==> config.mk <==
export PLATFORM = sky130hd
export DESIGN_NAME = spr_arb
export DESIGN_NICKNAME = d
export VERILOG_FILES = /design/src/rtl/spr_arb.sv
export SDC_FILE = /design/constraint.sdc
export NUM_CORES = 1
export LEC_CHECK = 0
export CAP_MARGIN = 20
export CORE_MARGIN = 2
export CORE_UTILIZATION = 40
export CTS_CLUSTER_DIAMETER = 200
export DETAILED_ROUTE_END_ITERATION = 6
export DONT_BUFFER_PORTS = 1
export PLACE_DENSITY_LB_ADDON = 0.1
export SETUP_SLACK_MARGIN = 0.5
export SLEW_MARGIN = 20
export SYNTH_ARGS = -nofsm -noshare
export SYNTH_HDL_FRONTEND = slang
export SYNTH_SLANG_ARGS = --single-unit
==> constraint.sdc <==
create_clock -name clk -period 1.5 [get_ports clk]
set_clock_uncertainty 0.15 [all_clocks]
set_input_delay 0.075 -clock clk [delete_from_list [all_inputs] [get_ports clk]]
set_output_delay 0.075 -clock clk [all_outputs]
set_load 0.02 [all_outputs]
==> src/rtl/spr_arb.sv <==
// spr_arb: round-robin arbiter sharing one registered-read single-port RAM between two requesters.
module spr_arb #(
  parameter int DATA_W = 8,
  parameter int ADD_W = 4
) (
  input  logic              clk,
  input  logic              rst,
  input  logic              req0,
  input  logic              req1,
  input  logic              we0,
  input  logic              we1,
  input  logic [ADD_W-1:0]  add0,
  input  logic [ADD_W-1:0]  add1,
  input  logic [DATA_W-1:0] din0,
  input  logic [DATA_W-1:0] din1,
  output logic              gnt0,
  output logic              gnt1,
  output logic              rvalid0,
  output logic              rvalid1,
  output logic [DATA_W-1:0] rdata,
  output logic              ram_we,
  output logic [ADD_W-1:0]  ram_add,
  output logic [DATA_W-1:0] ram_din,
  input  logic [DATA_W-1:0] ram_dout,
  output logic              busy
);
  typedef enum logic [1:0] {IDLE, ACCESS, RDATA} state_t;
  state_t state, state_n;
  logic owner, last, win, cmd_we, act, rd;
  logic [DATA_W-1:0] rdata_q;
  assign win = (req0 && req1) ? ~last : req1;
  always_comb begin
    state_n = IDLE;
    state_n = (state == IDLE) ? ((req0 || req1) ? ACCESS : IDLE) :
              (state == ACCESS) ? (cmd_we ? IDLE : RDATA) : IDLE;
  end
  always_ff @(posedge clk) begin
    if (rst) begin
      state   <= IDLE;
      last    <= 1'b1;
      owner   <= 1'b0;
      cmd_we  <= 1'b0;
      ram_add <= '0;
      ram_din <= '0;
      rdata_q <= '0;
    end else begin
      state <= state_n;
      if (state == IDLE && (req0 || req1)) begin
        owner   <= win;
        last    <= win;
        cmd_we  <= win ? we1 : we0;
        ram_add <= win ? add1 : add0;
        ram_din <= win ? din1 : din0;
      end
      if (state == RDATA) rdata_q <= ram_dout;
    end
  end
  // a reset arriving mid-operation suppresses the pulses of the cycle it is seen in
  assign act     = (state == ACCESS) && !rst;
  assign rd      = (state == RDATA) && !rst;
  assign gnt0    = act && !owner;
  assign gnt1    = act && owner;
  assign ram_we  = act && cmd_we;
  assign rvalid0 = rd && !owner;
  assign rvalid1 = rd && owner;
  assign rdata   = rd ? ram_dout : rdata_q;
  assign busy    = state != IDLE;
endmodule

# Word-level counts from Yosys, hierarchy flattened
# Index checks and enable logic that the tools add are counted.
# op_classes
add_sub_neg,0
n_mul,0
div,0
magnitude_cmp,0
n_eq_ne,2
shifts,0
n_mux,9
bitwise_logic,1
reduce_logical,14
# op_table
operator,count
$mux W8,2
$logic_and A1 B1 Y1,9
$mux W2,3
$mux W4,1
$mux W1,3
$eq A2 B1 Y1 const B,1
$eq A2 B2 Y1 const B,1
$logic_not A1 Y1,2
$logic_not A2 Y1,1
$reduce_bool A2 Y1,1
$logic_or A1 B1 Y1,1
$not A1 Y1,1
# word_totals
reg_bits,25
latch_bits,0
ram_bits,0
rom_bits,0
input_bits,38
output_inout_bits,26
elab_cells,33
memories,0

# Logic depth before layout (Yosys ltp)
# Gate-level depths: netlist of the first run.
# depth
ltp_word,3
ltp_mapped,5
depth_no_buf,4

# Worst setup path before layout of the first run
# OpenSTA, ideal clock, no wires.
# synth_timing
kind,register to output
from,register state[0]
to,output rdata[0]
t_arrival_ns,1.165
path_slack_ns,0.110
stages_incl_launch_ff,5
cell_sequence,dfxtp_1 -> nand2b_1 -> buf_6 -> nor2_8 -> mux2_4
# synth_via
elab_chain_cells,3
# synth_rtl
element,line_no,rtl
"start, declared",28,"state_t state, state_n;"
"start signal, assigned",47,state <= state_n;
$eq A2 B2 Y1,60,assign rd = (state == RDATA) && !rst;
$logic_and A1 B1 Y1,60,
$mux W8,66,assign rdata = rd ? ram_dout : rdata_q;
"end, declared",20,"output logic [DATA_W-1:0] rdata,"
# No other way between the ends.

# Worst setup path after layout of the first run
# layout_timing
from,register state[0]
to,register ram_din[7]
# layout_via
elab_chain_cells,2
# layout_rtl
element,line_no,rtl
$logic_not A2 Y1,48,if (state == IDLE && (req0 || req1)) begin
$logic_and A1 B1 Y1,48,
"end signal, assigned",53,ram_din <= win ? din1 : din0;
"end, declared",23,"output logic [DATA_W-1:0] ram_din,"
# No other way between the ends.
# A chain may end at the register's enable or synchronous reset.

==> flow_summary.toml, run 1 <==
[critical_path]
crit_slowest_cell = "dfxtp_4"
cp_common_cell = "nor2_4"
critPathMaxStageDelay_ps = 360
required_ps = 1560
arrival_ps = 1650
endpoint_kind = "flop"
startpoint_type = "flop"
path_max_fanout = 4
worstPathCellList = "buf_4, buf_6, nor2_4, clkinv_4, nor2_4, buf_12, buf_16, a311oi_2"
critPathKind = "flop to flop"

[clock_tree]
clockBufferDepth = 2
clk_pin_slew_ps = 140
cts.sinks = 25
cts-root-buf = "clkbuf_4"
cts_buffers = 3
cts_tree = "done"
h-tree-depth = 1
insertion_delay_ps = 310

[logic_synthesis]
yosysUniqueCellTypes = 26
synth_seq_cells = 25
synth_mux_area_share_pct = 9.09
ys_seq_area_share_pct = 37.9
synthCells = 144
synth-edff-count = 0
synth_top_family_by_area = "compound AO/OA/AOI/OAI gates"
synthAdderAreaFrac_pct = 0
synth_xor_area_share_pct = 0
synth_fp_nets = 182
syn_area_sq_um = 1320
synth_async_sr_flop_share_pct = 0
avgSynthCellArea_sq_um = 9.18
synth-compound-area-share_pct = 25.0
synth-warning-count = 0
ys_dominant_reg_cell = "dfxtp_1"
synth-simple-area-share_pct = 21.6

[status]
violations = "hold timing, setup timing"
status = "finished, violations left"

[grt]
grt_pass1_vias = 1089
grt_pass1_wl_um = 4800
grt_start_max_net_pins = 29
grt_usage_pct = 17.4
grt-ovfl-total = 0
antenna_found_initial = 0

[detailed_routing]
wl_per_cell_um = 16.5
drt_wl_total_um = 3350
drt_pass1_iterations = 4
vias = 1098
drt-initial-drc-count = 32
drc_errors = 0
vias_per_cell = 5.41
ant_nets = 0

[placement]
place_congestion = 0.685
hpwl_um = 2130
port_buffers = 0
post_dp_cell_area_sq_um = 1370

[floorplan]
ios = 64
dieHeight_um = 61.5
coreArea_sq_um = 3100
start_util_pct = 42.6
fp.dieW_um = 61.5
rows = 20
die-area_sq_um = 3780

[hold_path]
worstHoldPathType = "input port to flop"

[layout]
antennaDiodeCount = 0
stdcell_area_sq_um = 1770
post-route-util_pct = 57.0
area_delta_synth_final_pct = 33.9
drive_gt1_share_pct = 59.1
layout.nets = 198

[power]
power_per_cell_area_nw_per_um2 = 902
peakVddDrop_v = 0.000430
leakage_nw = 0.686

[sta]
fin_crit_ps = 1600
layout_setup_ws_ps = -97.7
whs_ps = -359
min_period_over_period_pct = 107
worstMarginPinSlew_ps = 406
rsz0062_at_grt = "yes"
timing.final.hold_violations = 25
relSlewSlack_pct = 72.9
finalSetupViolCount = 28
slew_violations = 0
tns_ps = -2180
timing.fmax_ghz = 0.626

[flow_run]
maxCapViolCount = 0
worst max-delay path, delay by kind of cell (launching register included):
| kind | cells | cell delay, ps |
|---|---|---|
| AOI/OAI and AO/OA | 1 | 80 |
| and+or+nand+nor | 2 | 300 |
| buffers and inverters | 5 | 590 |
| DFF | 1 | 360 |
metrics by stage:
stage	hold slack [ps]	power, mW	setup slack [ps]	cells
after global routing	-386	1.68	-166	203
after CTS	-370	1.59	-121	201
after floorplan	69.5	1.11	131	144
after global placement	-3.09	1.14	183	184
after detailed placement	-1.83	1.15	149	184
final	-359	1.60	-97.7	203
where the power goes:
part	internal, mW	switching, mW	total, mW
Combinational	0.244	0.219	0.464
Clock	0.0998	0.204	0.304
Sequential	0.733	0.0950	0.828
kinds of logic after synthesis:
kind of cell,after synthesis
AND/OR/NAND/NOR,61
multiplexers,8
buffers and inverters,11
AO/OA/AOI/OAI,39
flip-flops,25
synth_stat cells, types with 2 or more instances:
library cell | n | share of area [%]
a21oi_1 | 22 | 8.3
a311oi_1 | 3 | 2.0
a311oi_2 | 10 | 11
and3_1 | 2 | 0.95
buf_2 | 2 | 0.76
buf_6 | 5 | 4.3
dfxtp_1 | 25 | 38
mux2_4 | 8 | 9.1
nand2_1 | 44 | 13
nor2_1 | 4 | 1.1
nor2_4 | 2 | 1.7
nor2b_1 | 2 | 0.95
nor3_1 | 2 | 0.76
worst paths after layout:
check	start	to	slack [ps]	cells past startpoint
setup / recovery	state[0]	ram_din[7]	-100	8
hold / removal	rst	ram_din[3]	-360	1
setup reg to reg	state[0]	ram_din[7]	-100	8
hold reg to reg	cmd_we	state[1]	320	1
routing by layer:
metal,track usage [%],part of all wire [%]
met5,0,0
met4,6.38,0.45
met3,4.83,6.8
met2,31.0,52
met1,19.8,41
sequential cells by signal, indices dropped and copies added, names as in the netlist:
name	flops
ram_din	8
owner	1
ram_add	4
rdata_q	8
cmd_we	1
state	2
last	1
repair_timing:
action / 4_1_cts / 5_1_grt
cloned: 2 / 0
hold endpoints to repair: 25 / 25
endpoints found under the setup margin: 49 / 46
pin swaps: 9 / 15
setup buffers: 11 / 2
resized for setup: 39 / 31
layout make-up:
type / count / area [sq um]
clock buffers: 3 / 22.5
clock inverters: 1 / 5.00
fillers: 301 / 1330
inverters: 1 / 8.76
multi-input cells: 109 / 881
flip-flops and latches: 25 / 543
well taps: 44 / 55.1
repair buffers: 20 / 254
placed cells by master (no fill, tap or decap), drive strengths merged, types with 2 or more instances in the layout:
master	synthesis	routed
clkinv	0	2
nor2	7	8
clkbuf	1	3
nor3	2	2
nand2	45	45
a21oi	22	22
dfxtp	25	25
buf	9	20
nor2b	2	2
mux2	8	8
a311oi	13	13
and3	2	2
(Power assumes the default switching activity.)
==> run 2, diff against run 1 <==
CORE_UTILIZATION = 45   (was 40)
==> flow_summary.toml, run 2 (synthesized netlist as in run 1, its figures left out) <==
[status]
status = "finished, violations left"
violations = "hold timing, setup timing"

[sta]
min_period_over_period_pct = 106
fin_crit_ps = 1590
timing.fmax_ghz = 0.629
worstMarginPinSlew_ps = 394
rsz0062_at_grt = "yes"
relSlewSlack_pct = 73.7
layout_setup_ws_ps = -90.6
slew_violations = 0
finalSetupViolCount = 9
whs_ps = -341
timing.final.hold_violations = 25

[layout]
area_delta_synth_final_pct = 17.0
final_cell_mix = "nand2_1, a21oi_1, dfxtp_2"
antennaDiodeCount = 0
layout.nets = 188
fillers = 275
stdcell_area_sq_um = 1550
largestRegisters = "ram_din: 8 flops, rdata_q: 8 flops, ram_add: 4 flops"
drive_gt1_share_pct = 52.3
final_common_cell = "nand2_1"
post-route-util_pct = 55.6

[clock_tree]
h-tree-depth = 1
cts.sinks = 25
insertion_delay_ps = 310
clk_pin_slew_ps = 130
cts-root-buf = "clkbuf_4"
clockBufferDepth = 2
cts_buffers = 3
cts_tree = "done"

[grt]
antenna_found_initial = 0
grt_pass1_wl_um = 4670
grt_pass1_vias = 1034
grt_start_max_net_pins = 29
grt_usage_pct = 17.9
grt-ovfl-total = 0

[placement]
place_congestion = 0.689
hpwl_um = 1890
port_buffers = 0
pre_cts_slack_ps = 122
post_dp_cell_area_sq_um = 1340

[flow_run]
maxCapViolCount = 0

[detailed_routing]
ant_nets = 0
vias_per_cell = 5.79
drc_errors = 0
vias = 1042
wl_per_cell_um = 16.0
drt_wl_total_um = 2870
drt_pass1_iterations = 4
drt-initial-drc-count = 21

[power]
leakage_nw = 0.564
peakVddDrop_v = 0.000968
post-layout-total-power_mw = 1.48
power_per_cell_area_nw_per_um2 = 958

[critical_path]
reg2reg_depth = 6
path_max_fanout = 4
critPathKind = "flop to primary output"
required_ps = 1270
startpoint_type = "flop"
endpoint_kind = "primary output"
arrival_ps = 1370

[floorplan]
dieHeight_um = 58.2
rows = 19
start_util_pct = 47.5
ios = 64
die-area_sq_um = 3390
fp.dieW_um = 58.2
coreArea_sq_um = 2780

[hold_path]
worstHoldPathType = "input port to flop"
hold_depth = 1
==> run 2: layer usage <==
| metal | global-route usage, % | vias up | wire length (um) |
|---|---|---|---|
| met1 | 18.2 | 481 | 1030 |
| met2 | 34.6 | 39 | 1580 |
| li1 | - | 520 | - |
| met5 | 0 | - | 0 |
| met4 | 3.99 | 0 | 16 |
| met3 | 6.25 | 2 | 250 |
==> run 2: final cells by class <==
class / instances / area, sq um / area share [%]
multi-input combinational: 109 / 833 / 53.9
tap: 31 / 38.8 / 2.51
sequential: 25 / 526 / 34.0
inverter: 1 / 6.26 / 0.405
timing repair buffer: 10 / 115 / 7.45
clock buffer: 4 / 26.3 / 1.70
==> run 2: critical path, cell delays in order, from the launching register on <==
cell and delay (ps):
dfxtp_4 360, nand2b_4 180, nor2_4 160, mux2_4 360
==> run 2: power breakdown <==
group,switching (mW),total (mW),internal (mW)
Clock,0.186,0.289,0.104
Combinational,0.191,0.364,0.173
Sequential,0.0942,0.827,0.733
==> run 2: final timing paths <==
path,start,to,slack [ps]
setup / recovery,state[0],rdata[3],-90
hold / removal,rst,ram_din[3],-340
setup reg to reg,state[0],ram_din[2],50
hold reg to reg,cmd_we,state[1],310
==> run 2: metrics by stage <==
| stage | TNS, ps | instances |
|---|---|---|
| 6_report | -677 | 180 |
| 5_1_grt | -1380 | 180 |
| 4_1_cts | -930 | 180 |
| 3_5_place_dp | 0 | 169 |
| 3_3_place_gp | 0 | 169 |
| 2_1_floorplan | 0 | 144 |
==> run 2: repair_timing <==
| item | in CTS | in global routing |
|---|---|---|
| gates cloned | 3 | 0 |
| resized for setup | 29 | 12 |
| pin swaps | 8 | 8 |
| buffers inserted | 4 | 0 |
| hold endpoints to repair | 25 | 25 |
| endpoints found under the setup margin | 50 | 38 |
